$ cat src/rtl/onehot_drain_encoder_if.sv
// Request/beat bus between collection logic, the onehot_drain_encoder and dispatch.
// The encoder attaches through the slave modport; the driving side uses master.
interface onehot_drain_encoder_if #(
    parameter int unsigned WIDTH = 16
);
    localparam int unsigned IDX_W = (WIDTH > 2) ? $clog2(WIDTH) : 1;

    logic             enable;
    logic             mode;
    logic             in_valid;
    logic             in_ready;
    logic [WIDTH-1:0] in_vec;
    logic             out_valid;
    logic             out_ready;
    logic [IDX_W-1:0] out_idx;
    logic             out_last;
    logic             out_err;
    logic [IDX_W:0]   out_count;

    modport master (
        output enable, mode, in_valid, in_vec, out_ready,
        input  in_ready, out_valid, out_idx, out_last, out_err, out_count
    );

    modport slave (
        input  enable, mode, in_valid, in_vec, out_ready,
        output in_ready, out_valid, out_idx, out_last, out_err, out_count
    );
endinterface

$ cat src/rtl/onehot_drain_encoder.sv
// Registered one-hot encoder / set-bit drainer: ONEHOT returns one index with an error flag,
// DRAIN emits every set bit lowest-first, one beat per output transfer.
module onehot_drain_encoder #(
    parameter int unsigned WIDTH = 16
) (
    input  logic                  clk,
    input  logic                  rst_n,
    onehot_drain_encoder_if.slave bus
);
    localparam int unsigned IDX_W = (WIDTH > 2) ? $clog2(WIDTH) : 1;
    localparam int unsigned CNT_W = IDX_W + 1;

    typedef enum logic {
        IDLE,
        DRAIN
    } state_t;

    function automatic logic [IDX_W-1:0] lowest_set(input logic [WIDTH-1:0] v);
        logic [IDX_W-1:0] r;
        r = '0;
        for (int i = int'(WIDTH) - 1; i >= 0; i--) begin
            if (v[i]) r = IDX_W'(i);
        end
        return r;
    endfunction

    function automatic logic [CNT_W-1:0] popcount(input logic [WIDTH-1:0] v);
        logic [CNT_W-1:0] c;
        c = '0;
        for (int unsigned i = 0; i < WIDTH; i++) begin
            c = c + CNT_W'(v[i]);
        end
        return c;
    endfunction

    state_t           state,     state_nxt;
    logic [WIDTH-1:0] pending,   pending_nxt;
    logic             mode_q,    mode_nxt;
    logic             out_valid, out_valid_nxt;
    logic [IDX_W-1:0] out_idx,   out_idx_nxt;
    logic             out_last,  out_last_nxt;
    logic             out_err,   out_err_nxt;
    logic [CNT_W-1:0] out_count, out_count_nxt;

    logic             ready_c;
    logic             accept_c;
    logic             xfer_c;
    logic [IDX_W-1:0] in_low_c;
    logic [CNT_W-1:0] in_pop_c;
    logic [WIDTH-1:0] in_rest_c;
    logic [WIDTH-1:0] pend_rest_c;

    always_ff @(posedge clk) begin
        if (!rst_n) begin
            state     <= IDLE;
            pending   <= '0;
            mode_q    <= 1'b0;
            out_valid <= 1'b0;
            out_idx   <= '0;
            out_last  <= 1'b0;
            out_err   <= 1'b0;
            out_count <= '0;
        end else begin
            state     <= state_nxt;
            pending   <= pending_nxt;
            mode_q    <= mode_nxt;
            out_valid <= out_valid_nxt;
            out_idx   <= out_idx_nxt;
            out_last  <= out_last_nxt;
            out_err   <= out_err_nxt;
            out_count <= out_count_nxt;
        end
    end

    // Clearing the lowest set bit via v & (v-1) yields the remaining work vector.
    always_comb begin
        ready_c     = rst_n & bus.enable & (state == IDLE) & (~out_valid | bus.out_ready);
        accept_c    = bus.in_valid & ready_c;
        xfer_c      = out_valid & bus.out_ready;
        in_low_c    = lowest_set(bus.in_vec);
        in_pop_c    = popcount(bus.in_vec);
        in_rest_c   = bus.in_vec & (bus.in_vec - WIDTH'(1));
        pend_rest_c = pending & (pending - WIDTH'(1));

        state_nxt     = state;
        pending_nxt   = pending;
        mode_nxt      = mode_q;
        out_valid_nxt = out_valid & ~bus.out_ready;
        out_idx_nxt   = out_idx;
        out_last_nxt  = out_last;
        out_err_nxt   = out_err;
        out_count_nxt = out_count;

        case (state)
            IDLE: begin
                if (accept_c) begin
                    out_valid_nxt = 1'b1;
                    out_count_nxt = in_pop_c;
                    mode_nxt      = bus.mode;
                    if (!bus.mode) begin
                        out_last_nxt = 1'b1;
                        out_err_nxt  = (in_pop_c != CNT_W'(1));
                        out_idx_nxt  = (in_pop_c == CNT_W'(1)) ? in_low_c : '0;
                    end else if (in_pop_c == '0) begin
                        out_idx_nxt  = '0;
                        out_err_nxt  = 1'b1;
                        out_last_nxt = 1'b1;
                    end else begin
                        out_idx_nxt  = in_low_c;
                        out_err_nxt  = 1'b0;
                        pending_nxt  = in_rest_c;
                        out_last_nxt = (in_rest_c == '0);
                        if (in_rest_c != '0) state_nxt = DRAIN;
                    end
                end
            end
            DRAIN: begin
                // Only the mode latched at accept governs; live mode/enable are ignored here.
                if (xfer_c && mode_q) begin
                    out_valid_nxt = 1'b1;
                    out_idx_nxt   = lowest_set(pending);
                    out_err_nxt   = 1'b0;
                    pending_nxt   = pend_rest_c;
                    out_last_nxt  = (pend_rest_c == '0);
                    if (pend_rest_c == '0) state_nxt = IDLE;
                end
            end
            default: state_nxt = IDLE;
        endcase
    end

    assign bus.in_ready  = ready_c;
    assign bus.out_valid = out_valid;
    assign bus.out_idx   = out_idx;
    assign bus.out_last  = out_last;
    assign bus.out_err   = out_err;
    assign bus.out_count = out_count;

endmodule

$ cat src/flat_wrapper.sv
// flat-port wrapper written by rule: the top's interface ports become plain ports
module onehot_drain_encoder_flat 
#(
    parameter int unsigned WIDTH = 16
)
  (clk, rst_n, bus_enable, bus_mode, bus_in_valid, bus_in_vec, bus_out_ready, bus_in_ready, bus_out_valid, bus_out_idx, bus_out_last, bus_out_err, bus_out_count);
  onehot_drain_encoder_if #(.WIDTH(WIDTH)) bus_i ();
  input  logic clk;
  input  logic rst_n;
  input wire logic [$bits(bus_i.enable)-1:0] bus_enable;
  input wire logic [$bits(bus_i.mode)-1:0] bus_mode;
  input wire logic [$bits(bus_i.in_valid)-1:0] bus_in_valid;
  input wire logic [$bits(bus_i.in_vec)-1:0] bus_in_vec;
  input wire logic [$bits(bus_i.out_ready)-1:0] bus_out_ready;
  output wire logic [$bits(bus_i.in_ready)-1:0] bus_in_ready;
  output wire logic [$bits(bus_i.out_valid)-1:0] bus_out_valid;
  output wire logic [$bits(bus_i.out_idx)-1:0] bus_out_idx;
  output wire logic [$bits(bus_i.out_last)-1:0] bus_out_last;
  output wire logic [$bits(bus_i.out_err)-1:0] bus_out_err;
  output wire logic [$bits(bus_i.out_count)-1:0] bus_out_count;
  assign bus_i.enable = bus_enable;
  assign bus_i.mode = bus_mode;
  assign bus_i.in_valid = bus_in_valid;
  assign bus_i.in_vec = bus_in_vec;
  assign bus_i.out_ready = bus_out_ready;
  assign bus_in_ready = bus_i.in_ready;
  assign bus_out_valid = bus_i.out_valid;
  assign bus_out_idx = bus_i.out_idx;
  assign bus_out_last = bus_i.out_last;
  assign bus_out_err = bus_i.out_err;
  assign bus_out_count = bus_i.out_count;
  onehot_drain_encoder #(.WIDTH(WIDTH)) u_core (.clk(clk), .rst_n(rst_n), .bus(bus_i));
endmodule
$ cat config.mk
export PLATFORM = sky130hd
export DESIGN_NAME = onehot_drain_encoder_flat
export DESIGN_NICKNAME = d
export VERILOG_FILES = /design/src/rtl/onehot_drain_encoder_if.sv /design/src/rtl/onehot_drain_encoder.sv /design/src/flat_wrapper.sv
export SDC_FILE = /design/constraint.sdc
export NUM_CORES = 1
export LEC_CHECK = 0
export ABC_AREA = 1
export CORE_ASPECT_RATIO = 0.7
export CORE_MARGIN = 2
export CORE_UTILIZATION = 50
export CTS_CLUSTER_SIZE = 16
export DETAILED_ROUTE_END_ITERATION = 10
export PLACE_DENSITY_LB_ADDON = 0.08
export SLEW_MARGIN = 20
export SYNTH_ARGS = -nofsm -noshare
export SYNTH_HDL_FRONTEND = slang
export SYNTH_SLANG_ARGS = --single-unit
export TNS_END_PERCENT = 20
$ cat constraint.sdc
create_clock -name clk -period 5 [get_ports clk]
set_input_delay 0.5 -clock clk [delete_from_list [all_inputs] [get_ports clk]]
set_output_delay 0.5 -clock clk [all_outputs]
set_load 0.02 [all_outputs]
# Word-level counts from Yosys, hierarchy flattened
# Cells that the tools add are included.
[word_totals] reg_bits=30 in_bits=22 out_inout_bits=13 elab_cells=114
[classes] n_addsub=17 n_eq_ne=6 n_mux=63 n_bitwise=12 reduce_logical=8
[op_table] op="$mux W4" count=37
[op_table] op="$add A5 B1 Y5" count=14
[op_table] op="$mux W16" count=4
[op_table] op="$and A16 B16 Y16" count=2
[op_table] op="$logic_not A16 Y1" count=2
[op_table] op="$pmux W16 S2" count=1
[op_table] op="$sub A16 B1 Y16 const B" count=2
[op_table] op="$mux W1" count=16
[op_table] op="$reduce_bool A16 Y1" count=1
[op_table] op="$pmux W1 S2" count=4
[op_table] op="$pmux W4 S2" count=1
[op_table] op="$and A1 B1 Y1" count=6
[op_table] op="$ne A2 B2 Y1 const B" count=3
[op_table] op="$eq A5 B1 Y1 const B" count=1
[op_table] op="$logic_not A5 Y1" count=1
[op_table] op="$ne A5 B1 Y1 const B" count=1
[op_table] op="$reduce_and A2 Y1" count=2
[op_table] op="$reduce_and A4 Y1" count=1
[op_table] op="$not A1 Y1" count=3
[op_table] op="$add A1 B1 Y2" count=1
[op_table] op="$ne A2 B1 Y1 const B" count=1
[op_table] op="$logic_and A1 B1 Y1" count=1
[op_table] op="$or A1 B1 Y1" count=1

# Depth between registers and ports, before layout
# Gate-level depths: netlist (run 1).
[depth] ltp_word=20 depth_mapped=21 depth_no_buf=21

# Worst setup path before layout (run 1)
# No wires, ideal clock.
[synth_path] path_type="in2reg" start="input port bus_in_vec[1]" end="register u_core.pending[8]" setup_time_ns=0.119 arrival_ns=4.587 t_required_ns=4.881 path_slack_ns=0.294 stages=20 path_buffers=1 cell_sequence="inv_1 > ha_1 > inv_1 > fa_1 > inv_1 > fa_1 > fa_1 > inv_1 > fa_1 > fa_1 > fa_1 > xnor2_1 > nor2_1 > nand4_1 > nand2_1 > a21oi_4 > inv_4 > buf_6 > o21ai_1 > a21oi_1"
[synth_via] elab_chain_len=18 elab_cells_between_ends=24 classes_between="add/sub: 16; eq/ne: 1; mux: 4; bitwise: 1; reduce/logical: 2"
[synth_rtl] item="start: declaration" line="flat_wrapper.sv:13" source="input wire logic [$bits(bus_i.in_vec)-1:0] bus_in_vec;"
[synth_rtl] item="$add A1 B1 Y2" line="onehot_drain_encoder.sv:31" source="c = c + CNT_W'(v[i]);"
[synth_rtl] item="$add A5 B1 Y5 (14 in a row)" line="onehot_drain_encoder.sv:31"
[synth_rtl] item="$logic_not A5 Y1" line="onehot_drain_encoder.sv:104" source="end else if (in_pop_c == '0) begin"
[synth_rtl] item="$ne A2 B2 Y1 (no source line)"
[synth_rtl] item="$reduce_and A4 Y1 (no source line)"
[synth_rtl] item="end signal: assignment" line="onehot_drain_encoder.sv:65" source="pending <= pending_nxt;"
[synth_rtl] item="end: declaration" line="onehot_drain_encoder.sv:37" source="logic [WIDTH-1:0] pending, pending_nxt;"
# Parallel ways exist; a longest one is shown, timed or not. The select of a mux whose other input is x is not followed.
# A chain may end at the register's enable or synchronous reset.

# Worst setup path in the final report (run 1)
[layout_path] start="input port bus_in_vec[2]" end="register u_core.pending[2]"
[layout_via] elab_chain_len=17 elab_cells_between_ends=23 classes_between="add/sub: 15; eq/ne: 1; mux: 4; bitwise: 1; reduce/logical: 2"
[layout_rtl] item="$add A5 B1 Y5 (14 in a row)" line="onehot_drain_encoder.sv:31"
[layout_rtl] item="$logic_not A5 Y1" line="onehot_drain_encoder.sv:104"
[layout_rtl] item="$ne A2 B2 Y1 (no source line)"
[layout_rtl] item="$reduce_and A4 Y1 (no source line)"
# Parallel ways exist; a longest one is shown, timed or not. The select of a mux whose other input is x is not followed.

==> results of run 1 <==
how the worst max path moves through the flow:
stage | start | end | slack, ns | cells past startpoint
after floorplan | bus_in_vec[1] | u_core.pending[8]$_SDFFE_PN0P_ | 0.29 | 20
after global placement | bus_in_vec[1] | u_core.pending[6]$_SDFFE_PN0P_ | -0.28 | 20
after detailed placement | bus_in_vec[1] | u_core.pending[4]$_SDFFE_PN0P_ | -0.44 | 20
after CTS | bus_in_vec[2] | u_core.pending[2]$_SDFFE_PN0P_ | 0.13 | 18
after global routing | bus_in_vec[2] | u_core.pending[2]$_SDFFE_PN0P_ | -0.007 | 18
final | bus_in_vec[2] | u_core.pending[2]$_SDFFE_PN0P_ | 0.16 | 18
layout by cell type, fill, tap and decap left out, drive strengths merged, types with 2 or more instances in the layout:
cell / count
buf: 19
clkdlybuf4s50: 32
nand2: 99
inv: 69
xnor2: 2
fa: 10
nand3b: 2
a21oi: 29
dlygate4sd2: 2
ha: 7
clkbuf: 6
o31ai: 2
nand4: 7
nor3: 6
o21ai: 44
nor2: 46
a31oi: 4
dfxtp: 29
nand3: 19
cell type report:
type | count | area, sq um
clock buffers | 6 | 82.6
clock inverters | 2 | 37.5
fillers | 441 | 1640
inverters | 69 | 267
multi-input cells | 280 | 1530
flip-flops and latches | 29 | 581
well taps | 57 | 71.3
repair buffers | 53 | 484
repair inverters | 1 | 6.26
per-layer routing:
metal | track usage | routed length, microns | vias to the layer above
li1 | - | - | 1330
met5 | 0 | 0 | -
met2 | 0.406 | 2720 | 106
met3 | 0.0634 | 584 | 11
met1 | 0.406 | 3340 | 1171
met4 | 0.0781 | 101 | 0
registers in the layout (all words and copies together), names as in the netlist:
name	cells
u_core.mode_q	1
u_core.bus.out_idx	4
u_core.bus.out_err	1
u_core.state	1
u_core.bus.out_count	5
u_core.pending	15
u_core.bus.out_valid	1
u_core.bus.out_last	1
where the power goes:
group | total, mW | internal (mW) | switching, mW
registers | 0.262 | 0.247 | 0.0154
clock network | 0.265 | 0.162 | 0.103
logic | 0.552 | 0.264 | 0.287
total | 1.08 | 0.673 | 0.406
cell families (layout without fill, tap and decap cells):
kind of cell,Yosys count,in the layout,share of synthesized area
AO/OA/AOI/OAI,80,80,0.180
XOR/XNOR,2,2,0.0104
AND/OR/NAND/NOR,181,181,0.319
flip-flops,29,29,0.241
buffers and inverters,77,131,0.130
adder cells (fa/ha/maj),17,17,0.120
worst max-delay path, cell delays in order:
cell             delay [ns]
clkdlybuf4s50_1        0.48
inv_1                  0.07
fa_1                   0.53
inv_1                  0.05
fa_1                   0.45
fa_1                   0.51
inv_2                  0.05
fa_1                   0.48
fa_2                   0.38
fa_2                   0.38
xnor2_2                0.22
nor2_2                 0.07
nand4_1                0.13
nand2_2                0.09
a21oi_4                0.29
buf_6                  0.17
nand3_1                0.08
a21oi_1                0.15
timing repair:
action | 4_1_cts | 5_1_grt
resized for setup | 15 | 2
buffers inserted | 2 | 1
hold endpoints to repair | 0 | 0
endpoints found under the setup margin | 16 | 17
pin swaps | 12 | 4
gates cloned | 1 | 0
==> out/results.txt, run 1 <==
Worst Hold Class -> flip-flop to flip-flop
Worst-Margin Slew -> 0.800 ns
Worst-Skew Late Latency -> 0.29 ns
Avg Vias per Cell -> 5.27
Reg2Reg Depth -> 5
Layout Skew -> 0.00599 ns
Run status -> finished, final reports clean
Most frequent cell after synthesis -> nand2_1
Post-synth cell types -> 34
Post-Syn Nets -> 425
Post-Syn Area -> 2400 sq um
Final Instance Area -> 3060 sq um
Via count -> 2618
Initial Util -> 0.511
Fmax -> 207 MHz
Reg2Reg Setup Slack -> 2.44 ns
Drt first-iter violations -> 229
Hold wc startpoint -> u_core.pending[1]$_SDFFE_PN0P_
End of the worst hold path -> u_core.pending[1]$_SDFFE_PN0P_
Setup TNS -> 0 ns
Crit path time final -> 4.84 ns
Tot Pwr -> 1.08 mW
P_leak -> 1.45 nW
Routed Antenna Nets -> 0
Largest net degree at the start of global routing -> 24
Power per standard cell area -> 353 nW/um^2
Synth area leader -> dfxtp_1
Layout Utilization -> 0.650
Wire per inst -> 13.6 microns
Ys flop type -> dfxtp_1
DRC -> 0
Arrival time worst endpoint -> 5.06 ns
N_diodes -> 0
Total CTS buffers -> 5
Final net count -> 478
Die height -> 62.0 microns
Row count -> 21
Post-Synthesis Cells -> 386
Pins Over Slew Limit -> 0
Gr usage total -> 0.276
Die area -> 5390 sq um
DRT Wirelength -> 6750 microns
Vias in the first global route -> 2345
Hold depth -> 2
Synth-to-Final Area Change -> 27.2%
Period utilisation layout -> 0.968
Commonest cells post-synth -> nand2_1 (96), inv_1 (66), nor2_1 (44)
Worst Setup Start Kind -> input port
DP Cell Count -> 485
Clk sinks -> 29
Die outline width -> 86.9 microns
CP required -> 5.22 ns
DP Area -> 2890 sq um
Asr flop ratio synth -> 0
Critical path endpoint category -> flip-flop
Initial antenna violation count -> 0
Drt pass-1 iters -> 5
CTS tree -> built
First-pass GRT wire length -> 11200 microns
Number of hold buffers added after CTS -> 0
#FFs+latches synth -> 29
Final hold violation count -> 0
Post-synth EDFFs -> 0
Avg Inst Size Synth -> 6.23 sq um
# IOs -> 35
Final hold slack -> 0.475 ns
Remaining Overflow, GRT -> 0
Fin cells -> 497
Synth Warn # -> 0
Post-route setup slack -> 0.162 ns
CP Class -> input port to flip-flop
Yosys top cell area share -> 0.241
Reg-to-Reg Start -> u_core.state$_SDFF_PN0_
GPL Wtd Cong -> 0.854
Final setup violation count -> 0
Area contributors post-synth -> dfxtp_1 (24%), nand2_1 (15%), inv_1 (10%)
Root Buffer -> clkbuf_8
MaxCap Viol Count -> 0
Sequential fraction of the synthesis area -> 0.241
CTS H-tree depth -> 2
CP max FO -> 6
Detailed placer's ending HPWL -> 5090 microns
Relative slew slack -> 0.465
DP Worst Slack -> -0.438 ns
Clk buf depth -> 2
Worst-path clk slew -> 0.07 ns
Core area -> 4700 sq um
Layout cells sized above 1 -> 0.107
VDD IR-drop max -> 0.255 mV
RR Endpoint -> u_core.pending[2]$_SDFFE_PN0P_
Port bufs -> 34
(Power assumes the default switching activity.)
==> inputs of run 2 (changes only) <==
- CORE_UTILIZATION: 50 -> 23
- CTS_CLUSTER_SIZE: 16 -> 20
==> run 2 against run 1 <==
Net effect: first-iteration DRC count down 38%; global-route usage down 13 points; final area up 5.9%; combinational power up 6.0%; non-clock buffer count up 2; final cell count up 16%; critical endpoint is now u_core.pending[12]$_SDFFE_PN0P_; clock power up 11%; wire length up 15%; worst hold slack worse by 0.0085 ns; fmax up 1.4%.
==> out/results.txt, run 2 (synthesis gave the netlist of run 1 again) <==
Run status -> finished, final reports clean
Largest registers -> u_core.pending: 15 flops, u_core.bus.out_count: 5 flops, u_core.bus.out_idx: 4 flops
P_leak -> 1.51 nW (+4.5%)
Vias in the first global route -> 2483 (+5.9%)
Detailed placer's ending HPWL -> 6160 microns (+21%)
Post-route setup slack -> 0.231 ns (+0.0685 ns)
Row count -> 31 (+48%)
GPL Wtd Cong -> 0.799 (-6.5%)
Fmax -> 210 MHz (+1.4%)
CP Class -> input port to flip-flop
Final hold violation count -> 0 (unchanged)
Max reg flops -> 15 (unchanged)
Layout Utilization -> 0.315 (-0.335)
CP max FO -> 6 (unchanged)
Clk buf depth -> 2 (unchanged)
DRC -> 0 (unchanged)
VDD IR-drop max -> 0.118 mV (-54%)
Crit-path most repeated cell -> fa_1
DP Area -> 2980 sq um (+3.2%)
Remaining Overflow, GRT -> 0 (unchanged)
DP Worst Slack -> -0.420 ns (+0.0188 ns)
Final setup violation count -> 0 (unchanged)
Critical path endpoint category -> flip-flop
Port bufs -> 34 (unchanged)
Slowest cell on the critical path -> fa_1
Most frequent cells in the layout -> nand2_1 (95), inv_1 (64), nor2_1 (42), o21ai_0 (30), clkdlybuf4s50_1 (30)
Routed Antenna Nets -> 0 (unchanged)
Drt first-iter violations -> 141 (-38%)
Gr usage total -> 0.148 (-0.128)
Layout cells sized above 1 -> 0.129 (+0.0218)
Initial antenna violation count -> 0 (unchanged)
Worst-Skew Late Latency -> 0.28 ns (about the same)
CTS H-tree depth -> 2 (unchanged)
Pins Over Slew Limit -> 0 (unchanged)
Multi-input logic area -> 1550 sq um (+1.4%)
Worst-Margin Slew -> 0.832 ns (+0.0319 ns)
Crit path time final -> 4.77 ns (-0.0685 ns)
Power per standard cell area -> 352 nW/um^2 (about the same)
MaxCap Viol Count -> 0 (unchanged)
Layout Skew -> 0.00648 ns (+0.000489 ns)
Worst-path clk slew -> 0.05 ns (-0.02 ns)
Final Instance Area -> 3240 sq um (+5.9%)
Avg Vias per Cell -> 4.45 (-16%)
Register Area -> 581 sq um (unchanged)
Register with the most flip-flops -> u_core.pending
Commonest non-fill, non-tap cell in the layout -> nand2_1
# IOs -> 35 (unchanged)
DRT Wirelength -> 7780 microns (+15%)
Total CTS buffers -> 5 (unchanged)
Die outline width -> 126 microns (+45%)
Core area -> 10300 sq um (+120%)
Setup TNS -> 0 ns (unchanged)
Clk sinks -> 29 (unchanged)
Final net count -> 481 (+0.63%)
Die height -> 89.6 microns (+44%)
N_diodes -> 0 (unchanged)
Crit-path cells -> clkdlybuf4s50_1 > fa_1 > fa_1 > fa_1 > inv_1 > fa_1 > fa_2 > fa_2 > xnor2_2 > nor2_2 > nand4_1 > nand2_2 > a21oi_4 > clkinv_4 > o21ai_2 > a21oi_1
Worst Setup Start Kind -> input port
Via count -> 2556 (-2.4%)
Wire per inst -> 13.5 microns (-0.40%)
Fillers -> 1150 (+160%)
Synth-to-Final Area Change -> 34.7%
Worst Hold Class -> flip-flop to flip-flop
Root Buffer -> clkbuf_16
Arrival time worst endpoint -> 4.94 ns (-0.12 ns)
Number of hold buffers added after CTS -> 0 (unchanged)
Initial Util -> 0.234 (-0.277)
Die area -> 11300 sq um (+110%)
Drt pass-1 iters -> 4 (-1)
Final hold slack -> 0.466 ns (-0.00852 ns)
Largest net degree at the start of global routing -> 24 (unchanged)
CP required -> 5.17 ns (-0.05 ns)
CP max stage delay -> 0.60 ns (+0.07 ns)
CTS tree -> built
First-pass GRT wire length -> 12900 microns (+15%)
Relative slew slack -> 0.444 (-0.0204)
Period utilisation layout -> 0.954 (-0.0137)
==> run 2: repair_timing <==
action                                  CTS  global route
gates cloned                              1             1
buffers inserted                          2             3
endpoints found under the setup margin   17            22
resized for setup                         8            24
pin swaps                                 2            12
==> run 2: report_power, final <==
part | switching [mW] | internal, mW | total [mW]
Combinational | 0.294 | 0.291 | 0.585
Clock | 0.112 | 0.182 | 0.294
Sequential | 0.0151 | 0.248 | 0.263
==> run 2: final cells by class <==
type / count / area share
repair buffers: 55 / 0.159
well taps: 132 / 0.0510
inverters: 69 / 0.0823
repair inverters: 2 / 0.00541
multi-input cells: 280 / 0.479
clock inverters: 3 / 0.00541
flip-flops and latches: 29 / 0.179
clock buffers: 5 / 0.0386
==> run 2: routing by layer <==
metal,GRT usage,share of wire
met1,0.225,0.57
met2,0.209,0.38
met3,0.0347,0.039
met4,0.0300,0.0076
met5,0,0
==> run 2: worst max-delay path: cells and delay by family <==
family / cells / cell delay, ns
AOI/OAI and AO/OA: 3 / 0.49
buffers and inverters: 3 / 0.66
xor gates and xnor gates: 1 / 0.20
and+or+nand+nor: 3 / 0.27
adders and majority gates: 6 / 2.80
==> run 2: final timing paths <==
check / end / cells after the start / from / slack (ns)
worst max register to register: u_core.pending[12]$_SDFFE_PN0P_ / 5 / u_core.state$_SDFF_PN0_ / 2.43
worst min-delay path: u_core.pending[1]$_SDFFE_PN0P_ / 2 / u_core.pending[1]$_SDFFE_PN0P_ / 0.47
worst min register to register: u_core.pending[1]$_SDFFE_PN0P_ / 2 / u_core.pending[1]$_SDFFE_PN0P_ / 0.47
worst max-delay path: u_core.pending[12]$_SDFFE_PN0P_ / 16 / bus_in_vec[6] / 0.23
==> run 2: stage by stage <==
| step | power [mW] | instances |
|---|---|---|
| 2_1_floorplan | 0.557 | 386 |
| 3_3_place_gp | 0.751 | 560 |
| 3_5_place_dp | 0.742 | 560 |
| 4_1_cts | 1.09 | 571 |
| 5_1_grt | 1.23 | 575 |
| 6_report | 1.14 | 575 |
